## src/rtl/demux4way32_reg_pkg.sv

```systemverilog
// Shared constants for the registered 1-to-4 word demultiplexer.
package demux4way32_reg_pkg;

  localparam int DEF_WIDTH = 32;
  localparam int NUM_OUTS  = 4;

  localparam logic [1:0] SEL_OUT1 = 2'b00;
  localparam logic [1:0] SEL_OUT2 = 2'b01;
  localparam logic [1:0] SEL_OUT3 = 2'b10;
  localparam logic [1:0] SEL_OUT4 = 2'b11;

  // One-hot destination decode, bit i-1 = outi.
  function automatic logic [NUM_OUTS-1:0] sel_onehot(input logic [1:0] sel);
    logic [NUM_OUTS-1:0] oh;
    oh = '0;
    case (sel)
      SEL_OUT1: oh = 4'b0001;
      SEL_OUT2: oh = 4'b0010;
      SEL_OUT3: oh = 4'b0100;
      SEL_OUT4: oh = 4'b1000;
      default:  oh = '0;
    endcase
    return oh;
  endfunction

endpackage

```

## src/rtl/demux4way32_reg_slot.sv

```systemverilog
// One-entry holding slot: full flag plus data register with valid/ready drain.
module demux_slot
  import demux4way32_reg_pkg::*;
#(
  parameter int WIDTH = DEF_WIDTH
) (
  input  logic             clk,
  input  logic             rst,
  input  logic             load,
  input  logic [WIDTH-1:0] din,
  input  logic             out_ready,
  output logic             out_valid,
  output logic [WIDTH-1:0] dout
);

  logic full;
  logic drain;

  assign drain     = full & out_ready;
  assign out_valid = full;

  // load is only raised when the slot is empty or draining, so a load
  // always wins and refills without a bubble.
  always_ff @(posedge clk) begin
    if (rst) begin
      full <= 1'b0;
      dout <= '0;
    end else if (load) begin
      full <= 1'b1;
      dout <= din;
    end else if (drain) begin
      full <= 1'b0;
    end
  end

endmodule

```

## src/rtl/demux4way32_reg.sv

```systemverilog
// Registered 1-to-4 demux: one producer steered by in_sel into four slots.
module demux4way32_reg
  import demux4way32_reg_pkg::*;
#(
  parameter int WIDTH = DEF_WIDTH
) (
  input  logic             clk,
  input  logic             rst,
  input  logic             in_valid,
  output logic             in_ready,
  input  logic [WIDTH-1:0] in_data,
  input  logic [1:0]       in_sel,
  output logic [3:0]       out_valid,
  input  logic [3:0]       out_ready,
  output logic [WIDTH-1:0] out1,
  output logic [WIDTH-1:0] out2,
  output logic [WIDTH-1:0] out3,
  output logic [WIDTH-1:0] out4
);

  logic [NUM_OUTS-1:0]            load;
  logic [NUM_OUTS-1:0][WIDTH-1:0] dout;
  logic                           accept;

  // Ready depends only on the selected slot, never on in_valid.
  assign in_ready = ~out_valid[in_sel] | out_ready[in_sel];
  assign accept   = in_valid & in_ready;
  assign load     = accept ? sel_onehot(in_sel) : '0;

  for (genvar i = 0; i < NUM_OUTS; i++) begin : g_slot
    demux_slot #(.WIDTH(WIDTH)) u_slot (
      .clk       (clk),
      .rst       (rst),
      .load      (load[i]),
      .din       (in_data),
      .out_ready (out_ready[i]),
      .out_valid (out_valid[i]),
      .dout      (dout[i])
    );
  end

  assign out1 = dout[0];
  assign out2 = dout[1];
  assign out3 = dout[2];
  assign out4 = dout[3];

endmodule

```

## config.mk

```make
export PLATFORM = sky130hd
export DESIGN_NAME = demux4way32_reg
export DESIGN_NICKNAME = d
export VERILOG_FILES = /design/src/rtl/demux4way32_reg_pkg.sv /design/src/rtl/demux4way32_reg_slot.sv /design/src/rtl/demux4way32_reg.sv
export SDC_FILE = /design/constraint.sdc
export NUM_CORES = 1
export LEC_CHECK = 0
export BUFFER_PORTS_ARGS = -buffer_cell sky130_fd_sc_hd__buf_2
export CAP_MARGIN = 20
export CORE_MARGIN = 2
export CORE_UTILIZATION = 30
export CTS_BUF_LIST = sky130_fd_sc_hd__clkbuf_8
export DETAILED_ROUTE_END_ITERATION = 16
export MAX_ROUTING_LAYER = met4
export RECOVER_POWER = 25
export SETUP_SLACK_MARGIN = 0.3
export SLEW_MARGIN = 20
export SYNTH_ARGS = -nofsm -noshare
export SYNTH_HDL_FRONTEND = slang
export SYNTH_HIERARCHICAL = 1
export SYNTH_SLANG_ARGS = --single-unit
```

## constraint.sdc

```tcl
create_clock -name clk -period 1.34 [get_ports clk]
set_clock_uncertainty 0.1 [all_clocks]
set_input_delay 0.201 -clock clk [delete_from_list [all_inputs] [get_ports clk]]
set_output_delay 0.201 -clock clk [all_outputs]
set_load 0.02 [all_outputs]
```

==> results.sh <==
export IMPL_outcome="complete, but fails checks"
export IMPL_violations="negative setup slack"
export IMPL_timing_rr_end="g_slot[0].u_slot/dout[30]"
export IMPL_place_inst=812
export IMPL_initial_core_util_pct=30.87
export IMPL_cts_made_buffers=17
export IMPL_clock_sinks=132
export IMPL_final_common_cell="buf_6"
export IMPL_areaGrowthSynthToFinish_pct=72.79
export IMPL_slew_headroom_pct=75.47
export IMPL_path_class="flop to output port"
export IMPL_antennaDiodeCount=0
export IMPL_finalPower_mw=9.164
export IMPL_syn_inst=441
export IMPL_synth_seq_cells=132
export IMPL_cp_start_kind="flop"
export IMPL_hold_viol=0
export IMPL_drive_gt1_share_pct=54.49
export IMPL_synthDistinctLibCells=15
export IMPL_synth_mux_area_share_pct=26.49
export IMPL_finalCriticalPeriod_ns=1.818
export IMPL_htree_levels=4
export IMPL_synth_compound_gate_area_share_pct=0.4068
export IMPL_rows=46
export IMPL_port_buffers=173
export IMPL_finalSetupViolCount=136
export IMPL_ys_warn_count=6
export IMPL_ant_nets=0
export IMPL_grt_pass1_vias=4213
export IMPL_worstRegToRegCells=8
export IMPL_final_nets=740
export IMPL_timing_fmax_mhz=549.9
export IMPL_synth_xor_area_share_pct=0
export IMPL_grt_antenna_before_repair=0
export IMPL_synth_area_leaders="dfxtp_1 54%, mux2i_1 26%, nor2_1 9.8%"
export IMPL_cap_violations=0
export IMPL_hold_end="g_slot[2].u_slot/dout[15]"
export IMPL_grt_max_degree=50
export IMPL_netlist_area_um2=4921
export IMPL_io_pin_count=174
export IMPL_grt_total_usage_pct=17.81
export IMPL_drt_first_iter_violations=79
export IMPL_hp_start="rst"
export IMPL_core_um2=15940
export IMPL_ir_drop_v=0.0007093
export IMPL_synth_top_family_by_area="multiplexers"
export IMPL_worstMarginPinSlew_ns=0.3667
export IMPL_synth_edf_count=0
export IMPL_num_vias=4171
export IMPL_r2r_slack_ns=-0.36
export IMPL_synth_nets=482
export IMPL_grt_pass1_wl_um=22980
export IMPL_maxSlewViolCount=0
export IMPL_hold_path_class="input pin to flop"
export IMPL_fin_crit_sh_pct=135.7
export IMPL_cts_tree="yes"
export IMPL_utilization_pct=53.34
export IMPL_remaining_drc_errors=0
export IMPL_routabilityCongestion=0.7333
export IMPL_avgViaCountPerCell=4.495
export IMPL_dp_hpwl_um=8437
export IMPL_synth_flop_cell="dfxtp_1"
export IMPL_worst_skew_pair_late_latency_ns=0.44
export IMPL_dr_pass1_iters=4
export IMPL_p_leak_nw=3.529
export IMPL_pwr_density_cell_nw_per_um2=1078
export IMPL_holdPathStages=3
export IMPL_r2r_start="g_slot[0].u_slot/out_valid"
export IMPL_async_reset_ff_share_pct=0
export IMPL_mostFrequentLayoutCells="145 x buf_6, 128 x nor2_1, 122 x mux2i_1, 101 x dfxtp_2, 39 x buf_2"
export IMPL_cts_root_buffer="clkbuf_8"
export IMPL_cp_arrival_ns=1.52
export IMPL_required_ns=1.04
export IMPL_clockBufferDepth=2
export IMPL_avgSynthCellArea_um2=11.16
export IMPL_final_cell_count_no_fill=928
export IMPL_cts_clk_slew_worst_paths_ns=0.08
export IMPL_drt_total_wl_um=16280
export IMPL_die_h_um=132.1
export IMPL_synth_top_area_share_pct=53.70
export IMPL_rsz0062_at_grt="true"
export IMPL_crit_fanout=2
export IMPL_wire_per_inst_um=17.55
export IMPL_grt_ovfl_total=0
export IMPL_yosys_area_top_type="dfxtp_1"
export IMPL_ys_seq_area_share_pct=53.70
export IMPL_setup_slack_ns=-0.4784
export IMPL_synth_simple_area_share_pct=11.87
export IMPL_die_area_um2=17440
export IMPL_synth_fa_ha_area_share_pct=0
export IMPL_end_kind="output port"
export IMPL_die_w_um=132.1
==> critical path, cell delays in order (launching register included) <==
cell	delay [ns]
dfxtp_2	0.34
nand2b_1	0.09
mux4_2	0.49
buf_6	0.15
==> cells by family after synthesis <==
group,after synthesis
and+or+nand+nor,140
DFF,132
muxes,129
buffers and inverters,36
AOI/OAI and AO/OA,4
==> cells in the mapped netlist, types with 2 or more instances <==
library cell	n
nand2b_4	2
buf_12	12
a21oi_1	4
buf_2	8
nand2b_1	6
nor2_1	128
mux2i_1	128
and4b_1	2
clkbuf_1	8
inv_1	4
buf_6	4
dfxtp_1	132
==> through the flow <==
stage                     worst slack [ns]  TNS [ns]  area [um^2]  hold WS (ns)
after global placement             -0.1659    -6.840         5953        0.3678
final                              -0.4784    -26.13         8503        0.1360
after floorplan                   -0.03760   -0.9703         4949        0.2482
after detailed placement           -0.1710    -10.39         5953        0.3765
after global routing               -0.5328    -33.37         8503        0.1127
after CTS                          -0.4859    -17.93         7642        0.1152
==> state kept, by name, indices dropped and copies added (netlist names) <==
register / cells
g_slot.u_slot/dout: 128
g_slot.u_slot/out_valid: 4
==> how the worst max path moves through the flow <==
| stage | startpoint | end | slack (ns) | cells past startpoint |
|---|---|---|---|---|
| final | g_slot[0].u_slot/out_valid | in_ready | -0.48 | 3 |
| after global routing | g_slot[0].u_slot/out_valid | in_ready | -0.53 | 3 |
| after CTS | g_slot[3].u_slot/out_valid | in_ready | -0.49 | 3 |
| after detailed placement | in_sel[1] | g_slot[0].u_slot/dout[18] | -0.17 | 5 |
| after global placement | in_sel[1] | g_slot[0].u_slot/dout[16] | -0.17 | 5 |
| after floorplan | g_slot[0].u_slot/out_valid | g_slot[0].u_slot/dout[10] | -0.04 | 6 |
==> per-layer routing <==
layer / track usage [%] / vias up / share of wire (%)
li1: - / 1984 / -
met1: 21.05 / 2032 / 42
met2: 29.57 / 132 / 51
met3: 4.729 / 23 / 5.3
met4: 5.616 / 0 / 1.5
met5: - / - / 0
==> layout make-up <==
cell class | instances | area, um^2
clock buffers | 17 | 234.0
inverters | 4 | 17.52
well taps | 216 | 270.3
clock inverters | 15 | 190.2
multi-input cells | 273 | 1974
fillers | 1373 | 7440
flip-flops and latches | 132 | 2780
repair buffers | 271 | 3037
==> repair_timing <==
item,CTS,global route
gates cloned,12,2
endpoints found under the setup margin,265,265
resized for setup,154,284
pin swaps,1,14
buffers inserted,17,16
hold endpoints to repair,132,0
hold buffers,37,0
==> where the power goes <==
part	internal [mW]	switching, mW	total (mW)
clock network	2.01	1.59	3.60
logic	0.743	0.643	1.39
registers	4.07	0.103	4.18
(Power assumes the default switching activity.)
